File: config.mk
export PLATFORM = sky130hd
export DESIGN_NAME = itcm_loader
export DESIGN_NICKNAME = d
export VERILOG_FILES = /design/src/rtl/itcm_loader.sv
export SDC_FILE = /design/constraint.sdc
export NUM_CORES = 1
export LEC_CHECK = 0
export CORE_ASPECT_RATIO = 0.9
export CORE_MARGIN = 3
export CORE_UTILIZATION = 60
export DETAILED_ROUTE_END_ITERATION = 6
export GPL_TIMING_DRIVEN = 1
export PLACE_DENSITY = 0.8
export SETUP_SLACK_MARGIN = 0.1
export SYNTH_ARGS = -nofsm -noshare
export SYNTH_HDL_FRONTEND = slang
export SYNTH_SLANG_ARGS = --single-unit
File: constraint.sdc
create_clock -name clk -period 3.5 [get_ports clk]
set_input_delay 0.35 -clock clk [delete_from_list [all_inputs] [get_ports clk]]
set_output_delay 0.35 -clock clk [all_outputs]
set_load 0.05 [all_outputs]
File: src/rtl/itcm_loader.sv
// UART boot loader: receives a framed, checksummed image over a serial line and
// writes it word by word into the ITCM while holding the core in reset.
module itcm_loader #(
  parameter int unsigned CLKS_PER_BIT = 1128,
  parameter int unsigned MAX_WORDS    = 1024,
  parameter int unsigned TIMEOUT_CLKS = 1300000
) (
  input  logic        clk,
  input  logic        cpu_rst,
  input  logic        uart_rx,
  output logic        itcm_we,
  output logic [11:0] itcm_addr,
  output logic [31:0] itcm_wdata,
  output logic        core_hold,
  output logic        load_done,
  output logic        load_error
);

  localparam int unsigned CNT_W  = $clog2(CLKS_PER_BIT);
  localparam int unsigned TMO_W  = $clog2(TIMEOUT_CLKS + 1);
  localparam int unsigned IDX_W  = $clog2(MAX_WORDS + 1);
  localparam int unsigned LEN_W  = 16;
  localparam int unsigned ADDR_W = 12;

  typedef enum logic [1:0] {RX_IDLE, RX_START, RX_BITS, RX_STOP} rx_state_t;
  typedef enum logic [2:0] {S_IDLE, S_LEN_LO, S_LEN_HI, S_DATA, S_CHECK} state_t;

  logic [1:0]       r_sync;
  logic             r_rx_prev;
  rx_state_t        r_rx_state, w_rx_state_nxt;
  logic [CNT_W-1:0] r_cnt, w_cnt_nxt;
  logic [2:0]       r_bit, w_bit_nxt;
  logic [7:0]       r_shift, w_shift_nxt;
  logic [7:0]       r_rx_byte, w_rx_byte_nxt;
  logic             r_rx_valid, w_rx_valid_nxt;
  logic             r_rx_ferr, w_rx_ferr_nxt;
  logic             w_rx;
  logic             w_rx_busy;

  state_t            r_state, w_state_nxt;
  logic [LEN_W-1:0]  r_len, w_len_nxt;
  logic [IDX_W-1:0]  r_idx, w_idx_nxt;
  logic [1:0]        r_bcnt, w_bcnt_nxt;
  logic [31:0]       r_word, w_word_nxt;
  logic [7:0]        r_csum, w_csum_nxt;
  logic [TMO_W-1:0]  r_tmo, w_tmo_nxt;
  logic              r_we, w_we_nxt;
  logic [ADDR_W-1:0] r_addr, w_addr_nxt;
  logic [31:0]       r_wdata, w_wdata_nxt;
  logic              r_hold, w_hold_nxt;
  logic              r_done, w_done_nxt;
  logic              r_err, w_err_nxt;
  logic              w_abort;
  logic [LEN_W-1:0]  w_n;

  assign w_rx      = r_sync[1];
  assign w_rx_busy = (r_rx_state != RX_IDLE);

  // Byte receiver: start-bit glitch rejection, centre sampling, framing check
  always_comb begin
    w_rx_state_nxt = r_rx_state;
    w_cnt_nxt      = r_cnt + CNT_W'(1);
    w_bit_nxt      = r_bit;
    w_shift_nxt    = r_shift;
    w_rx_byte_nxt  = r_rx_byte;
    w_rx_valid_nxt = 1'b0;
    w_rx_ferr_nxt  = 1'b0;
    case (r_rx_state)
      RX_IDLE: begin
        w_cnt_nxt = '0;
        if (r_rx_prev && !w_rx) w_rx_state_nxt = RX_START;
      end
      RX_START: begin
        if (r_cnt == CNT_W'(CLKS_PER_BIT / 2 - 1)) begin
          w_cnt_nxt      = '0;
          w_bit_nxt      = '0;
          w_rx_state_nxt = w_rx ? RX_IDLE : RX_BITS;
        end
      end
      RX_BITS: begin
        if (r_cnt == CNT_W'(CLKS_PER_BIT - 1)) begin
          w_cnt_nxt   = '0;
          w_shift_nxt = {w_rx, r_shift[7:1]};
          w_bit_nxt   = r_bit + 3'd1;
          if (r_bit == 3'd7) w_rx_state_nxt = RX_STOP;
        end
      end
      RX_STOP: begin
        if (r_cnt == CNT_W'(CLKS_PER_BIT - 1)) begin
          w_cnt_nxt      = '0;
          w_rx_state_nxt = RX_IDLE;
          if (w_rx) begin
            w_rx_valid_nxt = 1'b1;
            w_rx_byte_nxt  = r_shift;
          end else begin
            w_rx_ferr_nxt  = 1'b1;
          end
        end
      end
      default: w_rx_state_nxt = RX_IDLE;
    endcase
  end

  assign w_n = {r_rx_byte, r_len[7:0]};

  // Frame parser: sync, length, data words, checksum
  always_comb begin
    w_state_nxt = r_state;
    w_len_nxt   = r_len;
    w_idx_nxt   = r_idx;
    w_bcnt_nxt  = r_bcnt;
    w_word_nxt  = r_word;
    w_csum_nxt  = r_csum;
    w_we_nxt    = 1'b0;
    w_addr_nxt  = r_addr;
    w_wdata_nxt = r_wdata;
    w_hold_nxt  = r_hold;
    w_done_nxt  = 1'b0;
    w_err_nxt   = 1'b0;
    w_abort     = 1'b0;
    w_tmo_nxt   = (r_state == S_IDLE || r_rx_valid || w_rx_busy) ? '0 : r_tmo + TMO_W'(1);
    if (r_state != S_IDLE && r_rx_ferr) begin
      w_abort = 1'b1;
    end else if (r_rx_valid) begin
      case (r_state)
        S_IDLE: begin
          if (r_rx_byte == 8'hA5) begin
            w_state_nxt = S_LEN_LO;
            w_hold_nxt  = 1'b1;
            w_idx_nxt   = '0;
            w_bcnt_nxt  = '0;
            w_csum_nxt  = '0;
          end
        end
        S_LEN_LO: begin
          w_len_nxt   = {8'h00, r_rx_byte};
          w_state_nxt = S_LEN_HI;
        end
        S_LEN_HI: begin
          w_len_nxt = w_n;
          if (w_n >= LEN_W'(1) && w_n <= LEN_W'(MAX_WORDS)) w_state_nxt = S_DATA;
          else w_abort = 1'b1;
        end
        S_DATA: begin
          w_word_nxt[{r_bcnt, 3'b000} +: 8] = r_rx_byte;
          w_csum_nxt = r_csum + r_rx_byte;
          w_bcnt_nxt = r_bcnt + 2'd1;
          if (r_bcnt == 2'd3) begin
            w_we_nxt    = 1'b1;
            w_addr_nxt  = ADDR_W'({r_idx, 2'b00});
            w_wdata_nxt = {r_rx_byte, r_word[23:0]};
            w_idx_nxt   = r_idx + IDX_W'(1);
            if (LEN_W'(r_idx + IDX_W'(1)) == r_len) w_state_nxt = S_CHECK;
          end
        end
        S_CHECK: begin
          if (r_rx_byte == r_csum) begin
            w_done_nxt  = 1'b1;
            w_hold_nxt  = 1'b0;
            w_state_nxt = S_IDLE;
          end else begin
            w_abort = 1'b1;
          end
        end
        default: w_state_nxt = S_IDLE;
      endcase
    end else if (r_state != S_IDLE && !w_rx_busy && r_tmo == TMO_W'(TIMEOUT_CLKS - 1)) begin
      w_abort = 1'b1;
    end
    if (w_abort) begin
      w_state_nxt = S_IDLE;
      w_err_nxt   = 1'b1;
      w_hold_nxt  = 1'b0;
    end
  end

  always_ff @(posedge clk or negedge cpu_rst) begin
    if (!cpu_rst) begin
      r_sync     <= 2'b11;
      r_rx_prev  <= 1'b1;
      r_rx_state <= RX_IDLE;
      r_cnt      <= '0;
      r_bit      <= '0;
      r_shift    <= '0;
      r_rx_byte  <= '0;
      r_rx_valid <= 1'b0;
      r_rx_ferr  <= 1'b0;
      r_state    <= S_IDLE;
      r_len      <= '0;
      r_idx      <= '0;
      r_bcnt     <= '0;
      r_word     <= '0;
      r_csum     <= '0;
      r_tmo      <= '0;
      r_we       <= 1'b0;
      r_addr     <= '0;
      r_wdata    <= '0;
      r_hold     <= 1'b0;
      r_done     <= 1'b0;
      r_err      <= 1'b0;
    end else begin
      r_sync     <= {r_sync[0], uart_rx};
      r_rx_prev  <= w_rx;
      r_rx_state <= w_rx_state_nxt;
      r_cnt      <= w_cnt_nxt;
      r_bit      <= w_bit_nxt;
      r_shift    <= w_shift_nxt;
      r_rx_byte  <= w_rx_byte_nxt;
      r_rx_valid <= w_rx_valid_nxt;
      r_rx_ferr  <= w_rx_ferr_nxt;
      r_state    <= w_state_nxt;
      r_len      <= w_len_nxt;
      r_idx      <= w_idx_nxt;
      r_bcnt     <= w_bcnt_nxt;
      r_word     <= w_word_nxt;
      r_csum     <= w_csum_nxt;
      r_tmo      <= w_tmo_nxt;
      r_we       <= w_we_nxt;
      r_addr     <= w_addr_nxt;
      r_wdata    <= w_wdata_nxt;
      r_hold     <= w_hold_nxt;
      r_done     <= w_done_nxt;
      r_err      <= w_err_nxt;
    end
  end

  assign itcm_we    = r_we;
  assign itcm_addr  = r_addr;
  assign itcm_wdata = r_wdata;
  assign core_hold  = r_hold;
  assign load_done  = r_done;
  assign load_error = r_err;

endmodule

==> results.cfg <==
[run_status]
status = complete, but fails checks
violations = negative hold slack

[worst_setup_path]
end_kind = register
worstSetupPathType = reg2reg
cp.arrival_ps = 2800
cp_num_buf_inv = 0
crit_chain = ha_1, a21o_1, a21oi_1, o21ai_0, o41ai_1, xor2_1, a21oi_1, o22ai_1
crit_path_max_fanout = 11
worst_ep_required_time_ps = 3840
critPathMaxStageDelay_ps = 660
cp_slowest_cell = dfrtp_1
rrSetupSlack_ps = 1040
critPathTopFamily = compound AO/OA/AOI/OAI gates
start_kind = register
crit_top_cell = a21oi_1

[power]
ir_drop_mv = 0.363
powerDensity_mw_per_mm2 = 439
p_leak_nw = 4.29

[floorplan]
die_w_um = 127
core.rowCount = 39
dieArea_mm2 = 0.0145
core_area_mm2 = 0.0127
initial_core_util = 0.617
fp.dieH_um = 115
io_pins = 51

[layout]
final_nets = 856
num_antenna_cells = 0
finalNonFillerCells = 1011
drive_above_1_share = 0.0968
syn_to_final_growth_pct = 14.1

[clocking]
clock_path_buffers = 2
cts.clk_slew.worst_paths_ps = 60
cts_tree = done
htreeDepth = 4
cts_made_buffers = 17
postCtsHoldBufs = 0
ctsRootBufferMaster = clkbuf_16
cts_setup_buffers = 0
worstSkewPairLatency_ps = 430
cts_resized = 0
clock_sinks = 168

[logic_synthesis]
yosys_warnings = 0
synth_ff_type = dfrtp_1
synth_common_cells = nand2_1, dfrtp_1, nor2_1
synth.most_common_cell = nand2_1
synthesis.area_mm2 = 0.00786
synth_cells = 801
synth_cell_types = 67
ys_seq_area_frac = 0.536
synth-seq-cells = 168
synth_top_area_frac = 0.526
async_flop_share = 1.00
syn_area_per_cell_um2 = 9.81
synthTopCellsByArea = dfrtp_1, nand2_1, xor2_1, mux2_2, ha_1
yosysTopAreaCell = dfrtp_1
synth-edff-count = 0

[global_routing]
grt_start_max_net_pins = 93
overflow = 0
grt_pass1_vias = 5775
grt_pass1_wl_um = 28500
grt.total_usage = 0.241
antenna_found_initial = 0

[sta]
slew_headroom = 0.363
setup_tns_ps = 0
report.final.slew_viol_count = 0
whs_ps = -32.4
min_period_ps = 2460
fin_crit_sh = 0.702
setup_viol = 0
fmax_mhz = 407
fin_worst_skew_ps = 7.67
hold_viol = 15
tightest_slew_ps = 954
rsz0062_at_grt = false

[route]
wl_per_cell_um = 16.2
vias = 5860
drc = 0
postRouteAntennaNets = 0
vias_per_cell = 5.80
drt-initial-drc-count = 491
first_pass_iters = 4
drt-total-wl_um = 16400

[flow_run]
cap_violations = 0

[place]
routabilityCongestion = 0.889
place_inst = 980
hpwl_um = 10800
portBuffers = 48

[worst_hold_path]
holdCritPathClass = in2async
==> cell usage in the layout (no fill, tap or decap), types with 9 or more instances in the layout <==
cell type	netlist	final
nand3_1	33	33
inv_1	11	11
o21ai_0	34	34
xor2_1	29	29
xnor2_1	21	21
nand4_1	10	10
o21ai_1	9	9
a22o_1	17	17
dfrtp_1	165	165
clkdlybuf4s50_1	0	47
clkbuf_16	0	17
nand2_1	216	216
mux2_2	19	19
ha_1	17	17
nor2_1	52	52
a21oi_1	19	19
==> where the power goes <==
| group | total, mW | internal [mW] | switching, mW |
|---|---|---|---|
| Combinational | 0.146 | 0.0521 | 0.0939 |
| Sequential | 2.02 | 1.97 | 0.0440 |
| Clock | 1.77 | 1.05 | 0.723 |
==> per-layer routing <==
metal / track usage / up-vias / share of wire
li1: - / 2769 / -
met1: 0.335 / 2913 / 0.46
met2: 0.383 / 159 / 0.48
met3: 0.0550 / 19 / 0.047
met4: 0.0772 / 0 / 0.013
met5: 0 / - / 0
==> kinds of logic (layout without fill, tap and decap cells) <==
logic type	Yosys count	count (layout)	synth area share
xor+xnor	50	50	0.0557
mux	23	23	0.0323
flops	168	168	0.536
compound gates	109	109	0.0897
other cells	1	2	0.000477
simple gates	379	379	0.226
buf+inv	53	98	0.0306
fa+ha+maj	18	18	0.0296
==> worst register-to-register path: cells and delay by family (launching register included) <==
family | cells | cell delay [ps]
adders and majority gates | 1 | 350
DFF | 1 | 660
AOI/OAI and AO/OA | 6 | 1140
xor gates and xnor gates | 1 | 230
==> state kept, by name, indices dropped and copies added, names as in the netlist, 8 cells and up, named ones only <==
name,flops
r_word,24
itcm_wdata,32
itcm_addr,10
r_idx,11
r_cnt,11
r_len,16
r_tmo,21
r_rx_byte,8
r_csum,8
r_shift,8
==> final timing paths <==
kind                                       endpoint                     start  cells past startpoint
max                           r_csum[7]$_DFFE_PN0P_  r_rx_byte[1]$_DFFE_PN0P_                      8
min                             r_tmo[18]$_DFF_PN0_                   cpu_rst                      1
max reg2reg                   r_csum[7]$_DFFE_PN0P_  r_rx_byte[1]$_DFFE_PN0P_                      8
min reg2reg                     r_sync[1]$_DFF_PN1_       r_sync[0]$_DFF_PN1_                      0
max in group asynchronous  itcm_addr[4]$_DFFE_PN0P_                   cpu_rst                      2
min in group clk                r_sync[0]$_DFF_PN1_                   uart_rx                      1
==> cell type report <==
type,instances,area [um^2]
Clock buffer,24,492
Clock inverter,7,68.8
Fill cell,940,3770
Inverter,13,48.8
Multi-Input combinational cell,581,3410
Sequential cell,168,4210
Tap cell,164,205
Timing Repair Buffer,54,527
==> per-stage QoR <==
stage	area, um^2	util	total power, mW	worst slack, ps
CTS	8960	0.704	3.96	1040
floorplan	7860	-	2.13	1510
global placement	8400	0.660	2.19	1220
detailed placement	8400	0.660	2.20	1080
finish	8960	0.704	3.94	1040
global route	8960	0.704	4.07	822
No activity file was read; power rests on OpenSTA's default activity.
